**src/rtl/mix_columns_stage.sv**
```systemverilog
// mix_columns_stage
// AES-128 MixColumns round stage, placed directly after ShiftRows. Two-stage
// elastic pipeline (S1 registers bytes and their xtime values, S2 combines them
// into the MixColumns result) with valid/ready flow control. Final-round states
// (in_last=1) pass through unchanged.
//
// Ports
//   clk        clock, all state updates on posedge
//   rst        synchronous, active-high reset
//   in_valid   upstream state valid
//   in_ready   stage can accept (transfer on in_valid && in_ready)
//   in_data    state after ShiftRows; column c = bits [32c +: 32], row r byte = [32c+8r +: 8]
//   in_last    final round: bypass MixColumns
//   in_round   round tag, carried through unchanged
//   out_valid  output state valid
//   out_ready  downstream accepts (transfer on out_valid && out_ready)
//   out_data   MixColumns result (or in_data if last), same byte layout
//   out_round  tag of the state on out_data
module mix_columns_stage #(
  parameter int unsigned TAG_W = 4
) (
  input  logic             clk,
  input  logic             rst,
  input  logic             in_valid,
  output logic             in_ready,
  input  logic [0:127]     in_data,
  input  logic             in_last,
  input  logic [TAG_W-1:0] in_round,
  output logic             out_valid,
  input  logic             out_ready,
  output logic [0:127]     out_data,
  output logic [TAG_W-1:0] out_round
);

  logic             r_s1_valid;
  logic             r_s1_last;
  logic [0:127]     r_s1_a;
  logic [0:127]     r_s1_b;
  logic [TAG_W-1:0] r_s1_round;

  logic             r_s2_valid;
  logic [0:127]     r_s2_data;
  logic [TAG_W-1:0] r_s2_round;

  logic             w_s1_adv;
  logic             w_s2_adv;
  logic [0:127]     w_xt;
  logic [0:127]     w_mix;

  function automatic logic [7:0] xtime(input logic [7:0] a);
    return {a[6:0], 1'b0} ^ (a[7] ? 8'h1b : 8'h00);
  endfunction

  // a/b are one column with row 0 in the top byte; b holds xtime of each a byte.
  function automatic logic [31:0] mix_col(input logic [31:0] a, input logic [31:0] b);
    logic [7:0] a0, a1, a2, a3;
    logic [7:0] b0, b1, b2, b3;
    a0 = a[31:24];
    a1 = a[23:16];
    a2 = a[15:8];
    a3 = a[7:0];
    b0 = b[31:24];
    b1 = b[23:16];
    b2 = b[15:8];
    b3 = b[7:0];
    return {b0 ^ (b1 ^ a1) ^ a2 ^ a3,
            a0 ^ b1 ^ (b2 ^ a2) ^ a3,
            a0 ^ a1 ^ b2 ^ (b3 ^ a3),
            (b0 ^ a0) ^ a1 ^ a2 ^ b3};
  endfunction

  // Flow control depends only on valids and out_ready, never on data.
  assign w_s2_adv = !r_s2_valid || out_ready;
  assign w_s1_adv = !r_s1_valid || w_s2_adv;
  assign in_ready = w_s1_adv;

  always_comb begin
    w_xt = '0;
    for (int i = 0; i < 16; i++) begin
      w_xt[8*i +: 8] = xtime(in_data[8*i +: 8]);
    end
  end

  always_comb begin
    w_mix = '0;
    for (int c = 0; c < 4; c++) begin
      w_mix[32*c +: 32] = mix_col(r_s1_a[32*c +: 32], r_s1_b[32*c +: 32]);
    end
  end

  // Data registers only load on a real transfer so bubbles do not toggle them.
  always_ff @(posedge clk) begin
    if (rst) begin
      r_s1_valid <= 1'b0;
      r_s1_last  <= 1'b0;
      r_s1_a     <= '0;
      r_s1_b     <= '0;
      r_s1_round <= '0;
      r_s2_valid <= 1'b0;
      r_s2_data  <= '0;
      r_s2_round <= '0;
    end else begin
      if (w_s1_adv) begin
        r_s1_valid <= in_valid;
        if (in_valid) begin
          r_s1_last  <= in_last;
          r_s1_a     <= in_data;
          r_s1_b     <= w_xt;
          r_s1_round <= in_round;
        end
      end
      if (w_s2_adv) begin
        r_s2_valid <= r_s1_valid;
        if (r_s1_valid) begin
          r_s2_data  <= r_s1_last ? r_s1_a : w_mix;
          r_s2_round <= r_s1_round;
        end
      end
    end
  end

  assign out_valid = r_s2_valid;
  assign out_data  = r_s2_data;
  assign out_round = r_s2_round;

endmodule

```
**config.mk**
```make
export PLATFORM = sky130hd
export DESIGN_NAME = mix_columns_stage
export DESIGN_NICKNAME = d
export VERILOG_FILES = /design/src/rtl/mix_columns_stage.sv
export SDC_FILE = /design/constraint.sdc
export NUM_CORES = 1
export LEC_CHECK = 0
export CAP_MARGIN = 20
export CORE_UTILIZATION = 55
export CTS_BUF_LIST = sky130_fd_sc_hd__clkbuf_8
export DETAILED_ROUTE_END_ITERATION = 10
export PLACE_DENSITY_LB_ADDON = 0.25
export SYNTH_ARGS = -nofsm -noshare
export SYNTH_HDL_FRONTEND = slang
export SYNTH_SLANG_ARGS = --single-unit
```
**constraint.sdc**
```tcl
create_clock -name clk -period 3.8 [get_ports clk]
set_input_delay 0.95 -clock clk [delete_from_list [all_inputs] [get_ports clk]]
set_output_delay 0.95 -clock clk [all_outputs]
set_load 0.02 [all_outputs]
```
---- Word level (Yosys, flattened, before mapping) ----
Cells that the tools add are included.
Widths: inputs -> output; s select.
word-level totals
  register bits after elaboration ......... 395
  input bits .............................. 137
  output and inout port bits .............. 134
  logic and storage cells ................. 111
operators by class
  muxes and demuxes ....................... 17
  bitwise logic cells ..................... 80
  reduce and logical (&&, ||, !) cells .... 6
operator list
  cell              number
  $xor 8x8->8       64
  $mux 128          1
  $xor 8x5->8       16
  $mux 5            16
  $reduce_and 2->1  2
  $logic_not 1->1   2
  $logic_or 1x1->1  2

---- Longest topological paths before layout ----
Gate-level depths: netlist of run 1.
  depth after elaboration ................. 5
  gate-level depth with buffers ........... 7

---- Least setup slack after synthesis of run 1 ----
Ideal clock, no wire load.
  path type ............................... input to register
  start ................................... input out_ready
  end ..................................... register r_s1_b[100] in the netlist's numbering
  library setup time ...................... 0.086 ns
  arrival ................................. 2.130 ns
  data required time ...................... 3.714 ns
  path slack .............................. 1.585 ns
  stages .................................. 6
  path buffers ............................ 3
  path through ............................ nand3b_1 and2_1 clkbuf_1 buf_2 clkbuf_1 a211oi_1
between the ends
  cells in the longest elaborated chain, start to end .. 3
RTL lines
  element                     RTL line  RTL
  from (decl)                 30        input logic out_ready,
  $logic_or 1x1->1            73        assign w_s2_adv = !r_s2_valid || out_ready;
  $logic_or 1x1->1            74        assign w_s1_adv = !r_s1_valid || w_s2_adv;
  $reduce_and 2->1 (no line)  n/a
  to (signal assigned)        108       r_s1_b <= w_xt;
  to (decl)                   38        logic [0:127] r_s1_b;
No other way between the ends.
A chain may end at the register's enable or synchronous reset.

---- Worst setup path in the final report of run 1 ----
  start ................................... input out_ready
  end ..................................... output in_ready
between the ends
  cells in the longest elaborated chain, start to end .. 2
RTL lines
  element           RTL line  RTL
  $logic_or 1x1->1  73
  $logic_or 1x1->1  74
  to (decl)         25        output logic in_ready,
No other way between the ends.

==> results.sh, run 1 <==
export IMPL_dpl_instance_area_mm2=0.01931
export IMPL_cap_violations=0
export IMPL_cts_clk_slew_worst_paths_ps=60
export IMPL_cts_hold_buf=0
export IMPL_cts_tree="done"
export IMPL_grt_max_degree=125
export IMPL_die_area_mm2=0.03074
export IMPL_timing_critical_path_mode_cell="clkdlybuf4s50_1"
export IMPL_num_vias=13386
export IMPL_wl_per_cell_um=18.08
export IMPL_critPathRequiredTime_ps=2850
export IMPL_setup_viol=0
export IMPL_fmax_mhz=292.6
export IMPL_yosys_cell_types_count=32
export IMPL_die_x_um=175.3
export IMPL_drt_total_wl_mm=43.24
export IMPL_netlist_area_mm2=0.01652
export IMPL_holdWs_ps=455.7
export IMPL_crit_type="primary input to output pin"
export IMPL_drt_pass1_iterations=5
export IMPL_ys_ff_latch=315
export IMPL_htree_levels=2
export IMPL_startpoint="out_ready"
export IMPL_tns_ps=0
export IMPL_areaGrowthSynthToFinish_pct=22.76
export IMPL_yosys_warnings=0
export IMPL_synth_edf_count=0
export IMPL_hp_start="r_s1_round[1]"
export IMPL_syn_inst=1792
export IMPL_postCtsSetupBuffers=0
export IMPL_endpoint_kind="output pin"
export IMPL_drc=0
export IMPL_cts_buffer_depth=3
export IMPL_r2r_slack_ps=1720
export IMPL_drtIter0Drc=904
export IMPL_io_pins=271
export IMPL_clk_latency_ps=570
export IMPL_fin_crit_sh_pct=89.94
export IMPL_yosysSeqAreaShare_pct=38.16
export IMPL_hold_path_class="flip-flop to flip-flop"
export IMPL_slew_headroom_pct=34.05
export IMPL_syn_area_per_cell_um2=9.221
export IMPL_hold_viol=0
export IMPL_crit_chain="clkdlybuf4s50_1 -> nand3b_1 -> clkdlybuf4s50_1"
export IMPL_grt_antenna_before_repair=0
export IMPL_synth_ff_type="dfxtp_1"
export IMPL_yosysMostFrequentCell="nand2_1"
export IMPL_gp_congestion=0.8585
export IMPL_async_reset_ff_share_pct=0
export IMPL_path_max_fanout=4
export IMPL_worst_setup_path_start_kind="primary input"
export IMPL_portBuffers=270
export IMPL_stdcell_area_mm2=0.02028
export IMPL_cpMaxStageDelayCell="clkdlybuf4s50_1"
export IMPL_cts_inserted_buffers=52
export IMPL_status="finished clean"
export IMPL_p_per_area_mw_per_mm2=433.1
export IMPL_period_minus_slack_ps=3418
export IMPL_crit_arrival_ps=2470
export IMPL_layout_drive_gt1_share_pct=5.744
export IMPL_synth_top_area_cell="dfxtp_1"
export IMPL_synthDominantCellAreaShare_pct=38.16
export IMPL_worst_slew_pin_slew_ps=989.3
export IMPL_vias_per_cell=5.596
export IMPL_synth_nets=1929
export IMPL_num_rows=63
export IMPL_cts_root_buf="clkbuf_8"
export IMPL_irDropWorstVdd_mv=0.2595
export IMPL_synth_common_cells="340 x nand2_1, 315 x dfxtp_1, 192 x xnor2_1, 169 x a21oi_1, 117 x nor2_1"
export IMPL_start_util_pct=55.90
export IMPL_finClkSkew_ps=15.66
export IMPL_fp_dieH_um=175.3
export IMPL_grt_use_total_pct=27.91
export IMPL_rsz0062_at_grt="no"
export IMPL_report_final_slew_viol_count=0
export IMPL_fin_nets=2108
export IMPL_cts_sinks=315
export IMPL_rr_startpoint="r_s1_last"
export IMPL_synthTopCellsByArea="dfxtp_1 38%, xnor3_1 11%, xnor2_1 10%"
export IMPL_drt_antenna_violating_nets=0
export IMPL_p_leak_nw=8.155
export IMPL_ctsResizeCount=0
export IMPL_overflow=0
export IMPL_hpwlAfterDp_mm=29.72
export IMPL_grt_pass1_wl_mm=68.60
export IMPL_antenna_cells=0
export IMPL_grt_pass1_vias=12762
export IMPL_core_region_area_mm2=0.02956
export IMPL_slowest_delay_ps=700
[registers in the layout, summed over array words and instances, names as in the netlist]
signal and count:
out_valid 1, r_s1_round 4, out_data 128, r_s1_b 49, r_s1_valid 1, r_s1_last 1
out_round 4, r_s1_a 127
[cell type report]
type                            count  area (um2)
Clock buffer                       64       880.8
Clock inverter                     21       90.09
Fill cell                        2351        9275
Inverter                            3       11.26
Multi-Input combinational cell   1302        9448
Sequential cell                   315        6310
Tap cell                          390       488.0
Timing Repair Buffer              297        3057
[critical path: cells and delay by family]
family        cells  cell delay (ps)
buf+inv           2             1170
simple gates      1              340
[layout by cell type, fill, tap and decap left out]
master,netlist,routed
o221a_1,1,1
xnor2_2,5,5
a211oi_1,104,104
nor2b_1,10,10
a221oi_1,1,1
xnor2_1,192,192
o21ai_0,10,10
buf_4,0,15
clkdlybuf4s50_1,0,269
xor2_2,2,2
mux2i_1,55,55
nand2_1,340,339
nor3b_1,1,1
o211a_1,61,61
inv_1,2,14
xor2_1,61,61
xnor3_4,1,1
a31oi_1,10,10
buf_12,0,12
clkbuf_8,0,64
inv_2,1,1
nand3b_1,10,10
o211ai_1,61,61
and2_4,0,2
xnor3_1,78,78
clkinv_2,0,9
nand2_4,0,1
or3_1,9,9
buf_6,0,1
nor2_1,117,117
nand2b_1,1,1
dfxtp_1,315,314
a21oi_1,169,169
dfxtp_4,0,1
or3b_2,1,1
[path summary, 6_finish.rpt]
check | endpoint | cells past startpoint
hold reg to reg | out_round[1] | 2
setup reg to reg | out_data[1] | 4
hold / removal | out_round[1] | 2
setup / recovery | in_ready | 3
[power breakdown]
part | total, mW | internal, mW | switching (mW)
Combinational | 2.12 | 1.12 | 0.997
Clock | 2.84 | 1.50 | 1.34
Sequential | 3.82 | 3.54 | 0.277
Total | 8.79 | 6.17 | 2.61
[metrics by stage]
step / instances / power [mW] / worst slack (ps) / utilization (%)
after detailed placement: 2307 / 5.999 / 408.5 / 65.34
after global routing: 2392 / 9.174 / 364.0 / 68.62
after floorplan: 1792 / 5.281 / 1585 / -
after global placement: 2307 / 5.949 / 405.9 / 65.34
after CTS: 2392 / 8.834 / 370.7 / 68.62
final: 2392 / 8.785 / 382.4 / 68.62
[layer usage]
| metal | track usage [%] | up-vias | part of all wire [%] |
|---|---|---|---|
| li1 | - | 6450 | - |
| met1 | 38.29 | 6429 | 44 |
| met2 | 45.42 | 435 | 47 |
| met3 | 4.394 | 72 | 6.4 |
| met4 | 8.188 | 0 | 2.3 |
| met5 | 0 | - | 0 |
[logic make-up after synthesis]
| group | after synthesis | share of synthesized area, % |
|---|---|---|
| AND/OR/NAND/NOR | 491 | 11.77 |
| buffers and inverters | 175 | 4.733 |
| flip-flops | 315 | 38.16 |
| multiplexers | 55 | 3.332 |
| XOR/XNOR | 339 | 24.89 |
| AO/OA/AOI/OAI | 417 | 17.11 |
No activity file was read; power rests on OpenSTA's default activity.
==> run 2: changes to the inputs <==
--- a/config.mk
+++ b/config.mk
@@ -9,6 +9,7 @@
 export CORE_UTILIZATION = 55
 export CTS_BUF_LIST = sky130_fd_sc_hd__clkbuf_8
 export DETAILED_ROUTE_END_ITERATION = 10
+export GPL_ROUTABILITY_DRIVEN = 0
 export PLACE_DENSITY_LB_ADDON = 0.25
 export SYNTH_ARGS = -nofsm -noshare
 export SYNTH_HDL_FRONTEND = slang
==> constraint.sdc (replaced) <==
create_clock -name clk -period 3.85 [get_ports clk]
set_input_delay 0.9625 -clock clk [delete_from_list [all_inputs] [get_ports clk]]
set_output_delay 0.9625 -clock clk [all_outputs]
set_load 0.02 [all_outputs]
==> results.sh, run 2 (synthesized netlist as in run 1, its figures left out) <==
export IMPL_fmax_mhz=303.2
export IMPL_postCtsSetupBuffers=0
export IMPL_endpoint_kind="output pin"
export IMPL_slowest_delay_ps=630
export IMPL_critPathRequiredTime_ps=2890
export IMPL_num_rows=63
export IMPL_rsz0062_at_grt="no"
export IMPL_finClkSkew_ps=14.80
export IMPL_cts_tree="done"
export IMPL_cts_sinks=315
export IMPL_slew_headroom_pct=26.65
export IMPL_layout_drive_gt1_share_pct=5.967
export IMPL_grt_util_met3_pct=4.134
export IMPL_busiest_layer="met2"
export IMPL_grt_pass1_wl_mm=69.44
export IMPL_drc=0
export IMPL_hold_path_class="flip-flop to flip-flop"
export IMPL_hpwlAfterDp_mm=28.67
export IMPL_cpMaxStageDelayCell="clkdlybuf4s50_1"
export IMPL_grt_max_degree=244
export IMPL_crit_chain="clkdlybuf4s50_1 -> nand3b_1 -> clkdlybuf4s50_1"
export IMPL_portBuffers=270
export IMPL_die_x_um=175.3
export IMPL_crit_family="buffers and inverters"
export IMPL_grt_use_met1_pct=38.93
export IMPL_irDropWorstVdd_mv=0.2904
export IMPL_clk_latency_ps=580
export IMPL_p_total_mw=9.021
export IMPL_ctsResizeCount=0
export IMPL_setup_viol=0
export IMPL_cts_buffer_depth=3
export IMPL_grt_pass1_vias=12918
export IMPL_largest_reg_flops=128
export IMPL_rr_startpoint="r_s1_last"
export IMPL_start_util_pct=55.90
export IMPL_worst_slew_pin_slew_ps=1100
export IMPL_cap_violations=0
export IMPL_holdWs_ps=455.5
export IMPL_core_region_area_mm2=0.02956
export IMPL_io_pins=271
export IMPL_htree_levels=2
export IMPL_post_place_cells=2299
export IMPL_wl_per_cell_um=17.89
export IMPL_fin_cells=2401
export IMPL_p_leak_nw=8.215
export IMPL_hold_viol=0
export IMPL_crit_arrival_ps=2340
export IMPL_crit_type="primary input to output pin"
export IMPL_startpoint="out_ready"
export IMPL_fin_nets=2102
export IMPL_period_minus_slack_ps=3298
export IMPL_num_vias=13361
export IMPL_stdcell_area_mm2=0.02039
export IMPL_worst_setup_path_start_kind="primary input"
export IMPL_drtIter0Drc=937
export IMPL_tns_ps=0
export IMPL_grt_antenna_before_repair=0
export IMPL_die_area_mm2=0.03074
export IMPL_fillers=2313
export IMPL_cts_clk_slew_worst_paths_ps=60
export IMPL_p_per_area_mw_per_mm2=442.3
export IMPL_cts_inserted_buffers=54
export IMPL_cts_root_buf="clkbuf_8"
export IMPL_pre_cts_ws_ps=531.9
export IMPL_status="finished clean"
export IMPL_finish_utilization_pct=68.99
export IMPL_critPathBufInv=2
export IMPL_cts_hold_buf=0
export IMPL_drt_antenna_violating_nets=0
export IMPL_antenna_cells=0
export IMPL_vias_per_cell=5.565
export IMPL_final_common_cell="nand2_1"
export IMPL_final_cell_mix="339 x nand2_1, 314 x dfxtp_1, 269 x clkdlybuf4s50_1, 192 x xnor2_1, 169 x a21oi_1"
export IMPL_drt_total_wl_mm=42.95
export IMPL_grt_use_total_pct=27.99
export IMPL_timing_critical_path_mode_cell="clkdlybuf4s50_1"
export IMPL_dpl_instance_area_mm2=0.01923
export IMPL_fin_crit_sh_pct=85.66
export IMPL_fp_dieH_um=175.3
export IMPL_grtUsageMet2_pct=44.84
export IMPL_path_max_fanout=2
export IMPL_overflow=0
export IMPL_report_final_slew_viol_count=0
export IMPL_hp_start="r_s1_round[0]"
export IMPL_drt_pass1_iterations=5
export IMPL_setup_ws_ps=552.1
export IMPL_areaGrowthSynthToFinish_pct=23.43
export IMPL_r2r_slack_ps=1840
-- run 2: changes by cell type in the layout (fill, tap and decap cells not counted) --
cell / previous run / this run
inv_1: 14 / 18
buf_12: 12 / 10
clkbuf_8: 64 / 74
clkinvlp_4: 0 / 1
buf_4: 15 / 9
bufinv_16: 0 / 1
clkinv_2: 9 / 10
-- run 2: layout make-up --
| cell class | instances | area, um2 | area share (%) |
|---|---|---|---|
| flip-flops and latches | 315 | 6310 | 30.94 |
| clock buffers | 74 | 1018 | 4.994 |
| multi-input cells | 1302 | 9448 | 46.33 |
| inverters | 3 | 11.26 | 0.05521 |
| clock inverters | 28 | 147.6 | 0.7239 |
| well taps | 390 | 488.0 | 2.393 |
| repair buffers | 289 | 2972 | 14.57 |
-- run 2: layer usage --
layer | share of wire [%] | vias up
met3 | 5.9 | 72
met2 | 46 | 433
met4 | 2.6 | 0
met1 | 45 | 6398
li1 | - | 6458
met5 | 0 | -
-- run 2: path summary, 6_finish.rpt --
kind	cells past startpoint	endpoint
setup / recovery	3	in_ready
hold / removal	2	out_round[0]
setup reg to reg	3	out_data[61]
hold reg to reg	2	out_round[0]
-- run 2: where the power goes --
part / total (mW) / leakage (nW) / switching, mW / internal [mW]
Clock: 3.17 / 0.671 / 1.39 / 1.78
Sequential: 3.77 / 2.60 / 0.270 / 3.50
Combinational: 2.08 / 4.94 / 0.981 / 1.10
Total: 9.02 / 8.22 / 2.64 / 6.38
-- run 2: worst register-to-register path, stage by stage, from the launching register on --
cell and delay, ps:
dfxtp_4 880, buf_4 440, mux2i_1 390, a211oi_1 140
